**src/rtl/sram_responder.sv**
```systemverilog
// rtl/sram_responder.sv - Wait-state SRAM responder with four-phase req/ack handshake
// Optional feature macro: SRAM_PARITY_EN (adds per-word even parity, err and inj_perr ports)

module sram_responder #(
  parameter int WAIT_CYCLES = 2,
  parameter int DEPTH       = 32
) (
  input  logic       clk,
  input  logic       reset,
  input  logic       req,
  input  logic       we,
  input  logic [4:0] addr,
  input  logic [7:0] wdata,
  output logic [7:0] rdata,
  output logic       ack,
`ifdef SRAM_PARITY_EN
  output logic       busy,
  output logic       err,
  input  logic       inj_perr
`else
  output logic       busy
`endif
);

  typedef enum logic [1:0] {
    IDLE   = 2'd0,
    WAIT   = 2'd1,
    ACCESS = 2'd2,
    ACK    = 2'd3
  } state_t;

  // Counter load value; unused when there are no wait states
  localparam logic [3:0] WAIT_LOAD = (WAIT_CYCLES == 0) ? 4'd0 : 4'(WAIT_CYCLES - 1);

  state_t     state, state_next;
  logic [3:0] cnt, cnt_next;
  logic       lat_we;
  logic [4:0] lat_addr;
  logic [7:0] lat_wdata;

`ifdef SRAM_PARITY_EN
  logic [8:0] mem [DEPTH];
  logic       lat_inj;
  logic       err_q;
`else
  logic [7:0] mem [DEPTH];
`endif

  // State and wait counter registers
  always_ff @(posedge clk or posedge reset) begin
    if (reset) begin
      state <= IDLE;
      cnt   <= 4'd0;
    end else begin
      state <= state_next;
      cnt   <= cnt_next;
    end
  end

  // Next-state and counter logic
  always_comb begin
    state_next = state;
    cnt_next   = cnt;
    case (state)
      IDLE: begin
        if (req) begin
          cnt_next   = WAIT_LOAD;
          state_next = (WAIT_CYCLES == 0) ? ACCESS : WAIT;
        end
      end
      WAIT: begin
        if (cnt == 4'd0) state_next = ACCESS;
        else             cnt_next   = cnt - 4'd1;
      end
      ACCESS: state_next = ACK;
      ACK: begin
        if (!req) state_next = IDLE;
      end
      default: state_next = IDLE;
    endcase
  end

  // Request capture in IDLE and read data register
  always_ff @(posedge clk or posedge reset) begin
    if (reset) begin
      lat_we    <= 1'b0;
      lat_addr  <= 5'd0;
      lat_wdata <= 8'h00;
      rdata     <= 8'h00;
`ifdef SRAM_PARITY_EN
      lat_inj   <= 1'b0;
      err_q     <= 1'b0;
`endif
    end else begin
      if (state == IDLE && req) begin
        lat_we    <= we;
        lat_addr  <= addr;
        lat_wdata <= wdata;
`ifdef SRAM_PARITY_EN
        lat_inj   <= inj_perr;
`endif
      end
      if (state == ACCESS && !lat_we) rdata <= mem[lat_addr][7:0];
`ifdef SRAM_PARITY_EN
      // Odd total parity over the 9 stored bits marks a corrupted word
      if (state == ACCESS)   err_q <= !lat_we && (^mem[lat_addr]);
      else if (state != ACK) err_q <= 1'b0;
`endif
    end
  end

  // Memory array: written only from ACCESS, never cleared by reset
  always_ff @(posedge clk) begin
    if (state == ACCESS && lat_we) begin
`ifdef SRAM_PARITY_EN
      mem[lat_addr] <= {(^lat_wdata) ^ lat_inj, lat_wdata};
`else
      mem[lat_addr] <= lat_wdata;
`endif
    end
  end

  assign ack  = (state == ACK);
  assign busy = (state != IDLE);
`ifdef SRAM_PARITY_EN
  assign err  = err_q && (state == ACK);
`endif

endmodule

```
**config.mk**
```make
export PLATFORM = sky130hd
export DESIGN_NAME = sram_responder
export DESIGN_NICKNAME = d
export VERILOG_FILES = /design/src/rtl/sram_responder.sv
export SDC_FILE = /design/constraint.sdc
export NUM_CORES = 1
export LEC_CHECK = 0
export ABC_AREA = 1
export BUFFER_PORTS_ARGS = -buffer_cell sky130_fd_sc_hd__buf_2
export CAP_MARGIN = 10
export CORE_UTILIZATION = 35
export CTS_CLUSTER_DIAMETER = 50
export CTS_CLUSTER_SIZE = 24
export DETAILED_ROUTE_END_ITERATION = 8
export PLACE_DENSITY_LB_ADDON = 0.1
export SLEW_MARGIN = 20
export SYNTH_ARGS = -nofsm -noshare
export SYNTH_HDL_FRONTEND = slang
export SYNTH_SLANG_ARGS = --single-unit
```
**constraint.sdc**
```tcl
create_clock -name clk -period 5.99 [get_ports clk]
set_clock_uncertainty 0.2 [all_clocks]
set_input_delay 1.198 -clock clk [delete_from_list [all_inputs] [get_ports clk]]
set_output_delay 1.198 -clock clk [all_outputs]
set_load 0.03 [all_outputs]
```
==> out/qor.yml <==
synth_most_common_cell: "nand2_1"
cts_root_buffer: "clkbuf_16"
hpwl_mm: 18.0
synth_area_leaders: "edfxtp_1, nand2_1, dfrtp_1"
crit_arrival_ns: 3.48
hold_slack_ns: 0.318
gr-total-overflow: 0
tns_ns: 0
grt_pass1_wl_mm: 46.8
synthSimpleGateAreaFrac_pct: 24.3
hold_violations: 0
required_ns: 5.92
synthArstFlopShare_pct: 9.86
crit_fanout: 50
antenna_left: 0
critPathSlowestCell: "nor2_1"
cp-start-kind: "register"
cts_resized: 0
cts_setup_buffers: 0
startpoint: "lat_addr[1]"
synth.avg_cell_area_um2: 10.5
finalSetupViolations: 0
rsz0062_at_grt: "false"
syn-num-nets: 1170
critical_path.endpoint: "mem[26][0]"
num-fill-cells: 3299
synthAdderAreaFrac_pct: 0.730
powerDensity_nw_per_um2: 506
drive_gt1_share_pct: 10.9
hp-class: "register to register"
synth_compound_area_share_pct: 0.615
power_uw: 6940
viasPerCell: 4.62
r2r-end: "mem[26][0]"
ys_seq_area_share_pct: 69.9
r2r_slack_ns: 2.43
fp-row-count: 67
met2_usage_pct: 28.1
synth_edf_count: 256
fmax_mhz: 281
remaining_drc_errors: 0
synth_area_um2: 12000
cts_inserted_buffers: 36
dr.pass1.iters: 5
grt_usage_pct: 17.7
ios: 27
crit_path_end_kind: "register"
synth_xor_area_share_pct: 0
final_nets: 1197
path_cells: "buf_4 > inv_2 > nor2_4 > nand2_1 > nor2_1"
cts_sinks: 284
yosys.area.top_type_share_pct: 64.1
cts_hold_buf: 0
synth_ff_type: "edfxtp_1"
ys_types: 25
ff2ff_path_depth: 5
synth_top_family_by_area: "simple AND/OR/NAND/NOR gates"
cts_max_path_buffers: 3
criticalPathCategory: "register to register"
die-area_um2: 35000
fin_util_pct: 40.8
first_global_vias: 7736
clkLatencyLatePin_ns: 0.51
antenna_found_initial: 0
area.growth.synth_to_final_pct: 14.2
core_area_um2: 33600
die_y_um: 187
start_util_pct: 35.7
place.gp.congestion: 0.772
port_buffers: 26
cts_tree: "built"
vias: 7598
grt_max_degree: 63
ys_ff_latch: 284
wl_per_cell_um: 18.4
diodes: 0
path_clk_slew_ns: 0.06
grt_busiest_layer: "met2"
grt_use_met1_pct: 25.3
r2r_start: "lat_addr[1]"
slew_headroom_pct: 39.2
synth_warnings: 0
fin_crit_sh_pct: 59.4
crit_path_max_incr_delay_ns: 0.75
maxCapViolCount: 0
ir_drop_v: 0.000395
drt-total-wl_mm: 30.3
netlist_instances: 1146
synth_top_area_cell: "edfxtp_1"
tightest_slew_ns: 0.912
gr-usage-met3_pct: 2.68
slew_viol_final: 0
min_period_ns: 3.56
h-tree-depth: 2
drtIter0Drc: 530
power.leakage_uw: 0.00556
outcome: "finished, final reports clean"
synth_common_cells: "nand2_1, edfxtp_1, nor2_1"
synthMuxAreaShare_pct: 0.845
fp.dieW_um: 187
==> worst max-delay path, delay by kind of cell, from the launching register on <==
kind / cells / cell delay, ns
and+or+nand+nor: 3 / 1.70
buffers and inverters: 2 / 0.92
DFF: 1 / 0.34
==> registers in the layout (all words and copies together) (netlist names) <==
| name | count |
|---|---|
| lat_wdata | 8 |
| lat_we | 1 |
| mem | 256 |
| lat_addr | 5 |
| state | 2 |
| rdata | 8 |
| cnt | 4 |
==> metal layers <==
metal	wire (µm)	vias up
met2	13800	152
met3	1250	48
li1	-	3787
met4	707	0
met1	14600	3611
met5	0	-
==> kinds of logic after synthesis <==
kind of cell / count (synthesis)
AO/OA/AOI/OAI: 14
AND/OR/NAND/NOR: 746
buffers and inverters: 86
adder cells (fa/ha/maj): 7
flip-flops: 284
multiplexers: 9
==> power by group <==
part           internal, µW  total [µW]  switching, µW
combinational           481        1690           1210
sequential             2570        3050            476
clock                  1300        2200            906
total                  4350        6940           2590
==> how the worst min path moves through the flow <==
stage	depth (start not counted)	end	slack, ns	startpoint
after floorplan	2	cnt[1]	0.27	cnt[1]
after global routing	1	lat_we	0.36	lat_we
after detailed placement	2	cnt[1]	0.31	cnt[1]
after CTS	2	cnt[1]	0.33	cnt[1]
final	2	cnt[1]	0.32	cnt[1]
after global placement	2	cnt[1]	0.31	cnt[1]
==> placed cells by master, fill, tap and decap left out, types with 4 or more instances in the layout <==
cell / n
buf_4: 6
nor3_2: 8
inv_2: 4
buf_2: 26
inv_1: 37
mux2_2: 9
edfxtp_1: 256
clkbuf_16: 37
dfrtp_2: 8
a21oi_1: 11
inv_6: 8
ha_1: 7
dfrtp_1: 19
nand3_1: 29
or2_2: 7
nor2_1: 60
nand2_1: 637
==> stage by stage <==
| stage | worst slack [ns] | instance area (µm²) | instances |
|---|---|---|---|
| 3_3_place_gp | 2.52 | 12500 | 1583 |
| 2_1_floorplan | 3.73 | 12000 | 1146 |
| 6_report | 2.43 | 13700 | 1646 |
| 3_5_place_dp | 2.48 | 12500 | 1583 |
| 5_1_grt | 2.25 | 13700 | 1646 |
| 4_1_cts | 2.48 | 13700 | 1646 |
==> cell type report <==
class	instances	area, µm²	area share, %
Multi-Input combinational cell	776	3180	23.2
Tap cell	448	561	4.09
Clock inverter	24	289	2.11
Inverter	43	164	1.20
Sequential cell	284	8400	61.3
Clock buffer	39	933	6.81
Timing Repair Buffer	32	175	1.28
(Power assumes the default switching activity.)
